## config.mk

```make
export PLATFORM = sky130hd
export DESIGN_NAME = lte_ul_pd_agc_sched
export DESIGN_NICKNAME = d
export VERILOG_FILES = /design/src/rtl/lte_ul_pd_agc_sched.sv
export SDC_FILE = /design/constraint.sdc
export NUM_CORES = 2
export LEC_CHECK = 0
export BUFFER_PORTS_ARGS = -buffer_cell sky130_fd_sc_hd__buf_2
export CAP_MARGIN = 20
export CORE_MARGIN = 2
export CORE_UTILIZATION = 40
export CTS_BUF_LIST = sky130_fd_sc_hd__clkbuf_4 sky130_fd_sc_hd__clkbuf_8 sky130_fd_sc_hd__clkbuf_16
export CTS_CLUSTER_DIAMETER = 40
export CTS_CLUSTER_SIZE = 30
export DETAILED_ROUTE_END_ITERATION = 7
export GPL_TIMING_DRIVEN = 0
export HOLD_SLACK_MARGIN = 0.03
export MAX_ROUTING_LAYER = met4
export PLACE_DENSITY = 0.53
export RECOVER_POWER = 25
export SYNTH_ARGS = -nofsm -noshare
export SYNTH_HDL_FRONTEND = slang
export SYNTH_SLANG_ARGS = --single-unit
```

## constraint.sdc

```tcl
create_clock -name clk -period 21.5 [get_ports clk]
set_input_delay 1.075 -clock clk [delete_from_list [all_inputs] [get_ports clk]]
set_output_delay 1.075 -clock clk [all_outputs]
set_load 0.02 [all_outputs]
```

## src/rtl/lte_ul_pd_agc_sched.sv

```systemverilog
// rtl/lte_ul_pd_agc_sched.sv - closed-loop uplink AGC measurement and gain-step scheduler
module lte_ul_pd_agc_sched #(
    parameter int              ANT_NUM      = 8,
    parameter int              GW           = 16,
    parameter int              RD_LAT       = 2,
    parameter int              PD_ADDR_BASE = 0,
    parameter logic [GW-1:0]   GAIN_RST     = 16'h4000
) (
    input  logic                    clk,
    input  logic                    rst,
    input  logic                    i_fram_hd,
    input  logic                    i_enable,
    input  logic [7:0]              i_period,
    input  logic [7:0]              i_meas_frames,
    input  logic [31:0]             i_thr_hi,
    input  logic [31:0]             i_thr_lo,
    input  logic [GW-1:0]           i_gain_step,
    input  logic [GW-1:0]           i_gain_min,
    input  logic [GW-1:0]           i_gain_max,
    input  logic [ANT_NUM*GW-1:0]   i_gain_man,
    output logic                    o_pd_trig,
    output logic [7:0]              o_pd_raddr,
    input  logic [31:0]             i_pd_rdata,
    output logic [ANT_NUM*GW-1:0]   o_gain,
    output logic                    o_gain_upd,
    output logic                    o_busy,
    output logic [2:0]              o_state
);

    localparam int VW  = ANT_NUM * GW;
    localparam int RCW = $clog2(ANT_NUM + RD_LAT + 1);
    // Last READ cycle index: the final capture lands RD_LAT cycles after the last address.
    localparam logic [RCW-1:0] RD_LAST   = RCW'(ANT_NUM + RD_LAT - 1);
    localparam logic [RCW-1:0] ADDR_LAST = RCW'(ANT_NUM - 1);

    typedef enum logic [2:0] {
        S_IDLE  = 3'd0,
        S_TRIG  = 3'd1,
        S_MEAS  = 3'd2,
        S_READ  = 3'd3,
        S_CALC  = 3'd4,
        S_APPLY = 3'd5
    } state_t;

    state_t           state, state_nxt;
    logic [7:0]       per_cnt, meas_cnt;
    logic [7:0]       per_eff, meas_eff;
    logic             per_hit, meas_hit;
    logic [RCW-1:0]   rd_cnt, rd_cnt_nxt;
    logic [31:0]      pwr [ANT_NUM];
    logic [VW-1:0]    shadow, shadow_calc;
    logic             trig_d, busy_d, upd_d;
    logic [7:0]       raddr_d;

    // A zero period or measurement length behaves as one frame.
    assign per_eff  = (i_period == 8'd0) ? 8'd1 : i_period;
    assign meas_eff = (i_meas_frames == 8'd0) ? 8'd1 : i_meas_frames;
    assign per_hit  = i_fram_hd && (({1'b0, per_cnt} + 9'd1) >= {1'b0, per_eff});
    assign meas_hit = i_fram_hd && (({1'b0, meas_cnt} + 9'd1) >= {1'b0, meas_eff});

    assign o_state = state;

    // One lane's gain step: high power wins over low power, lower clamp then upper clamp.
    function automatic logic [GW-1:0] step_gain(
        input logic [GW-1:0] g,
        input logic [31:0]   p,
        input logic [31:0]   thr_hi,
        input logic [31:0]   thr_lo,
        input logic [GW-1:0] step,
        input logic [GW-1:0] gmin,
        input logic [GW-1:0] gmax
    );
        logic [GW:0]   sum;
        logic [GW-1:0] sub;
        logic [GW-1:0] res;
        sum = {1'b0, g} + {1'b0, step};
        sub = (g > step) ? (g - step) : '0;
        if (p > thr_hi) begin
            res = (sub < gmin) ? gmin : sub;
            res = (res > gmax) ? gmax : res;
        end else if (p < thr_lo) begin
            res = (sum > {1'b0, gmax}) ? gmax : sum[GW-1:0];
        end else begin
            res = g;
        end
        return res;
    endfunction

    // Candidate shadow vector from the captured powers, latched in CALC.
    always_comb begin
        shadow_calc = shadow;
        for (int k = 0; k < ANT_NUM; k++) begin
            shadow_calc[k*GW +: GW] = step_gain(shadow[k*GW +: GW], pwr[k], i_thr_hi, i_thr_lo,
                                                i_gain_step, i_gain_min, i_gain_max);
        end
    end

    // State register.
    always_ff @(posedge clk) begin
        if (rst) begin
            state <= S_IDLE;
        end else begin
            state <= state_nxt;
        end
    end

    // Next-state logic; manual mode pins the FSM in IDLE.
    always_comb begin
        state_nxt = state;
        if (!i_enable) begin
            state_nxt = S_IDLE;
        end else begin
            case (state)
                S_IDLE:  if (per_hit) state_nxt = S_TRIG;
                S_TRIG:  state_nxt = S_MEAS;
                S_MEAS:  if (meas_hit) state_nxt = S_READ;
                S_READ:  if (rd_cnt == RD_LAST) state_nxt = S_CALC;
                S_CALC:  state_nxt = S_APPLY;
                S_APPLY: if (i_fram_hd) state_nxt = S_IDLE;
                default: state_nxt = S_IDLE;
            endcase
        end
    end

    // Next values of the registered outputs and the read sequencer.
    always_comb begin
        trig_d     = (state_nxt == S_TRIG);
        busy_d     = (state_nxt != S_IDLE);
        upd_d      = i_enable && (state == S_APPLY) && i_fram_hd;
        rd_cnt_nxt = ((state == S_READ) && (state_nxt == S_READ)) ? rd_cnt + 1'b1 : '0;
        raddr_d    = o_pd_raddr;
        if ((state_nxt == S_READ) && (rd_cnt_nxt <= ADDR_LAST)) begin
            raddr_d = 8'(PD_ADDR_BASE) + 8'(rd_cnt_nxt);
        end
    end

    // Counters, power capture, shadow gains and output registers.
    always_ff @(posedge clk) begin
        if (rst) begin
            per_cnt    <= '0;
            meas_cnt   <= '0;
            rd_cnt     <= '0;
            shadow     <= {ANT_NUM{GAIN_RST}};
            o_gain     <= {ANT_NUM{GAIN_RST}};
            o_pd_trig  <= 1'b0;
            o_pd_raddr <= '0;
            o_gain_upd <= 1'b0;
            o_busy     <= 1'b0;
            for (int k = 0; k < ANT_NUM; k++) begin
                pwr[k] <= '0;
            end
        end else begin
            o_pd_trig  <= trig_d;
            o_pd_raddr <= raddr_d;
            o_gain_upd <= upd_d;
            o_busy     <= busy_d;
            rd_cnt     <= rd_cnt_nxt;
            if (!i_enable) begin
                per_cnt  <= '0;
                meas_cnt <= '0;
                shadow   <= i_gain_man;
                o_gain   <= i_gain_man;
            end else begin
                case (state)
                    S_IDLE:  if (i_fram_hd) per_cnt <= per_hit ? 8'd0 : per_cnt + 8'd1;
                    S_TRIG:  meas_cnt <= '0;
                    S_MEAS:  if (i_fram_hd) meas_cnt <= meas_hit ? 8'd0 : meas_cnt + 8'd1;
                    S_READ: begin
                        for (int k = 0; k < ANT_NUM; k++) begin
                            if (rd_cnt == RCW'(k + RD_LAT)) pwr[k] <= i_pd_rdata;
                        end
                    end
                    S_CALC:  shadow <= shadow_calc;
                    S_APPLY: if (i_fram_hd) o_gain <= shadow;
                    default: ;
                endcase
            end
        end
    end

endmodule

```

# Word-level counts from Yosys, hierarchy flattened
# Memories as Yosys holds them, arrays and structs flattened.
# Cells that the tools add are included.
# Widths: inputs -> output; s select.
[word_totals]
mem_count = 1
reg_bits = 286
output_inout_bits = 142
mem_bits_rw = 256
in_bits = 292
[classes]
n_lt_le_gt_ge = 51
n_mux = 116
add_sub_neg = 21
reduce_logical = 23
n_eq_ne = 27
n_bitwise = 9
[mem_list]
columns = ["name", "words", "word_bits", "read_ports", "rd_ports_with_merged_regs", "wr", "line", "text"]
rows = [
  ["pwr", 8, 32, 8, 0, 8, "50", "logic [31:0] pwr [ANT_NUM];"],
]
[ops]
columns = ["cell", "n"]
rows = [
  ["$mux 16", 48],
  ["$mux 128", 5],
  ["$gt 16x16->1", 16],
  ["$gt 32x32->1", 8],
  ["$lt 32x32->1", 8],
  ["$mux 32", 8],
  ["$add 16x16->17", 8],
  ["$gt 17x16->1", 8],
  ["$lt 16x16->1", 8],
  ["$sub 16x16->16", 8],
  ["$mux 1", 42],
  ["$mux 8", 5],
  ["$ne 3x1->1 const B", 8],
  ["$reduce_and 2->1", 11],
  ["$add 8x1->9 const B", 2],
  ["$ge 9x8->1", 2],
  ["$pmux 3 s6", 1],
  ["$add 8x1->8 const B", 2],
  ["$eq 4x3->1 const B", 4],
  ["$logic_not 8->1", 2],
  ["$pmux 8 s2", 1],
  ["$mux 3", 5],
  ["$eq 3x2->1 const B", 3],
  ["$eq 4x2->1 const B", 2],
  ["15 further kinds", 32],
]

# Longest topological paths before layout
[logic_depth]
depth_word = 12
mapped_depth = 34
ltp_nobuf = 31

# Worst setup path after synthesis
# Ideal clock, no wire load.
[synth_timing]
path_kind = "input to register"
startpoint = "input i_gain_step[1]"
endpoint = "register shadow[15]"
setup_time_ns = 0.092
path_buffers = 2
path_stages = 30
path_slack_ns = 13.872
arrival_time_ns = 7.535
path_cell_list = "inv_1 -> fa_1 -> a21o_1 -> a21o_1 -> a211o_1 -> a41o_1 -> o21ai_0 -> nor2b_1 -> xnor2_1 -> and2_1 -> ha_1 -> a2111oi_0 -> o21ai_0 -> nor4b_1 -> or4b_1 -> a31oi_2 -> nor2_2 -> buf_2 -> buf_2 -> a21o_1 -> ha_1 -> a2111oi_0 -> o21ai_0 -> a311o_1 -> o21ai_0 -> o31a_1 -> o21bai_1 -> and3_1 -> or4_1 -> o32ai_1"
[synth_via]
elab_chain_len = 9
[synth_rtl]
columns = ["element", "line", "text"]
rows = [
  ["start, declared", "17", "input logic [GW-1:0] i_gain_step,"],
  ["$sub 16x16->16 or $gt 16x16->1 (tied branches)", "77", "sub = (g > step) ? (g - step) : '0;"],
  ["$mux 16", "77", ""],
  ["$lt 16x16->1", "79", "res = (sub < gmin) ? gmin : sub;"],
  ["$mux 16", "79", ""],
  ["$gt 16x16->1", "80", "res = (res > gmax) ? gmax : res;"],
  ["$mux 16", "80", ""],
  ["$mux 16 (*)", "78", "if (p > thr_hi) begin"],
  ["$mux 128 (*)", "164", "case (state)"],
  ["$mux 128 (*)", "158", "if (!i_enable) begin"],
  ["end signal, assigned", "143", "shadow <= {ANT_NUM{GAIN_RST}};"],
  ["end signal, assigned", "161", "shadow <= i_gain_man;"],
  ["end signal, assigned", "173", "S_CALC: shadow <= shadow_calc;"],
  ["end, declared", "51", "logic [VW-1:0] shadow, shadow_calc;"],
]
# Mark *: on every way between the ends. The rest lies on a longest branch, timed or not. The select of a mux whose other input is x is not followed.
# A chain may end at the register's enable or synchronous reset.

# Worst setup path in the final report
[layout_timing]
startpoint = "input i_gain_step[8]"
endpoint = "register shadow[80]"
# Same word-level chain as after synthesis.

==> impl_metrics.tcl <==
set metrics [dict create \
    vias 64414 \
    finalClockSkew_ns 0.0696 \
    antenna_found_initial 44 \
    critPathLaunchType "input port" \
    clk_path_buf_depth 3 \
    synth_area_leaders "ha_1 (25%), edfxtp_1 (13%), dfxtp_1 (9.7%)" \
    path_clk_slew_ns 0.04 \
    status "complete, but fails checks" \
    power.leakage_nw 30.4 \
    dpl.hpwl_microns 266000 \
    coreArea_sq_um 146000 \
    crit_type "in2reg" \
    wire_per_inst_microns 35.2 \
    gp_congestion 1.05 \
    finalMaxSlewViolations 55 \
    synth_area_per_cell_sq_um 8.34 \
    grt_start_max_net_pins 33 \
    io_buffers 413 \
    end_kind "register" \
    hold_class "reg2reg" \
    io_pins 434 \
    relSlewSlack_pct -110 \
    htree_levels 4 \
    grt_pass1_wl_microns 465000 \
    clock_latency_ns 0.82 \
    crit_arrival_ns 10.96 \
    p_per_area_nw_per_um2 84.4 \
    drive_above_1_share_pct 11.8 \
    maxCapViolCount 5 \
    grt_pass1_vias 59126 \
    irDropWorstVdd_uv 72.5 \
    failed_checks "capacitance limit, slew limit" \
    yosysTopAreaCellShare_pct 24.7 \
    use_met3_pct 14.6 \
    drt-vias-per-instance 6.59 \
    ys_warn_count 0 \
    final_antenna_net_count 0 \
    syn2layout_area_growth_pct 19.0 \
    worst_pin_slew_ns 3.14 \
    cts_buffers 137 \
    rsz0062_at_grt "no" \
    syn_area_sq_um 58800 \
    cts_tree "yes" \
    grt_use_met2_pct 61.3 \
    fin_nets 9164 \
    required_ns 22.12 \
    setup_viol 0 \
    die_h_microns 387 \
    synth_cells 7051 \
    path_delay_family "compound AO/OA/AOI/OAI gates" \
    synth_edf_count 256 \
    hold_viol 0 \
    ys.flop_type "dfxtp_1" \
    drt_wl_total_microns 344000 \
    start_util_pct 40.3 \
    cp_max_fo 11 \
    yosysUniqueCellTypes 105 \
    synth_seq_cells 542 \
    grt.overflow.total 0 \
    async_reset_ff_share_pct 0 \
    finalWorstPathRequiredPeriod_ns 10.35 \
    drt-initial-drc-count 8862 \
    track_usage_pct 45.3 \
    slowest_stage "buf_2" \
    seq_area_frac_synth_pct 22.8 \
    dieWidth_microns 387 \
    timing.fmax_ghz 0.0966 \
    path_buf_inv 6 \
    grt-busiest-layer "met2" \
    pre_cts_slack_ns 10.81 \
    postCtsSetupBuffers 0 \
    clock-sinks 542 \
    num_rows 140 \
    finalCritPeriodShare_pct 48.1 \
    cts_resized 0 \
    tns_ns 0 \
    dieArea_sq_um 150000 \
    cts_root_buf "clkbuf_16" \
    ctsHoldBuffers 0 \
    worst_slack_ns 11.15 \
    drt-pass1-iter-count 7 \
    drc 0 \
    yosysTopAreaCell "ha_1" \
    use_met1_pct 59.4 \
    cp_slowest_stage_delay_ns 0.74 \
]
==> cell usage after synthesis (39+ instances only) <==
cell type / n
ha_1: 1158
nor2_1: 782
nand2_1: 619
a21oi_1: 469
inv_1: 359
o21ai_0: 344
dfxtp_1: 286
edfxtp_1: 256
clkbuf_1: 216
nor3_1: 162
nand3_1: 155
a21o_1: 149
nand4_1: 146
xnor2_1: 140
a311oi_1: 139
a211oi_1: 97
mux2_2: 85
o211ai_1: 85
o21a_1: 84
nand2b_1: 83
nor2b_1: 76
a31oi_1: 75
buf_2: 68
a221oi_1: 54
xor2_1: 53
nor4_1: 45
and3_1: 43
a22oi_1: 41
and2_1: 40
o21bai_1: 40
or3_1: 39
==> registers in the layout, indices dropped and copies added (netlist names) <==
name and count:
o_pd_raddr 4, per_cnt 8, o_state 3, meas_cnt 8, pwr 256, o_gain_upd 1, o_busy 1, rd_cnt 4
o_gain 128, o_pd_trig 1, shadow 128
==> cell usage in the layout (no fill, tap or decap), drive strengths merged, types with 86 or more instances in the layout <==
master,count
o21ai,350
mux2,93
clkbuf,542
nor3,162
inv,371
nand4,146
a311oi,142
a21oi,475
o211ai,86
nand2,619
nand3,155
xnor2,140
edfxtp,256
buf,450
a21o,149
a211oi,99
dfxtp,286
ha,1158
nor2,783
==> cell type report <==
| type | count | area (sq um) |
|---|---|---|
| buffer | 315 | 1370 |
| multi-input combinational | 5827 | 42700 |
| sequential | 542 | 13400 |
| clock inverter | 78 | 1250 |
| fill | 14424 | 75800 |
| tap | 1917 | 2400 |
| inverter | 370 | 1390 |
| timing repair buffer | 505 | 3470 |
| antenna | 46 | 115 |
| clock buffer | 173 | 3810 |
==> power breakdown <==
part	switching [W]	internal (W)	total [W]
Sequential	0.000102	0.00116	0.00126
Clock	0.000778	0.00151	0.00229
Combinational	0.00153	0.000819	0.00235
==> worst min-delay path, cell delays in order (launching register included) <==
cell,delay (ns)
dfxtp_1,0.30
nand2_1,0.05
a311oi_1,0.08
==> stage by stage <==
stage	hold WS [ns]	total power [W]	cells	cell area (sq um)	util, %
finish	0.481	0.00590	9773	69900	48.0
global route	0.496	0.00610	9743	69900	47.9
floorplan	0.449	0.00268	7054	58800	-
global placement	0.465	0.00347	9384	63300	43.4
detailed placement	0.467	0.00351	9473	65000	44.6
CTS	0.476	0.00580	9724	70000	48.1
==> kinds of logic after synthesis <==
family,synth area share (%)
AND/OR/NAND/NOR,18.1
multiplexers,2.37
flip-flops,22.8
other,0.00638
adder cells (fa/ha/maj),25.2
AO/OA/AOI/OAI,24.0
XOR/XNOR,2.88
buffers and inverters,4.65
==> worst paths after layout <==
path	from	to	slack [ns]	depth (start not counted)
max	i_gain_step[8]	shadow[80]$_SDFFE_PP0P_	11.15	30
min reg2reg	o_gain[34]$_SDFFE_PP0P_	o_gain[34]$_SDFFE_PP0P_	0.48	2
min	o_gain[34]$_SDFFE_PP0P_	o_gain[34]$_SDFFE_PP0P_	0.48	2
max reg2reg	shadow[80]$_SDFFE_PP0P_	shadow[80]$_SDFFE_PP0P_	12.60	30
==> layer usage <==
metal | part of all wire [%] | vias to the layer above | wire, microns
li1 | - | 27943 | -
met1 | 41 | 31143 | 143000
met2 | 39 | 4423 | 135000
met3 | 13 | 905 | 44700
met4 | 6.2 | 0 | 21100
met5 | 0 | - | 0
No activity file was read; power rests on OpenSTA's default activity.
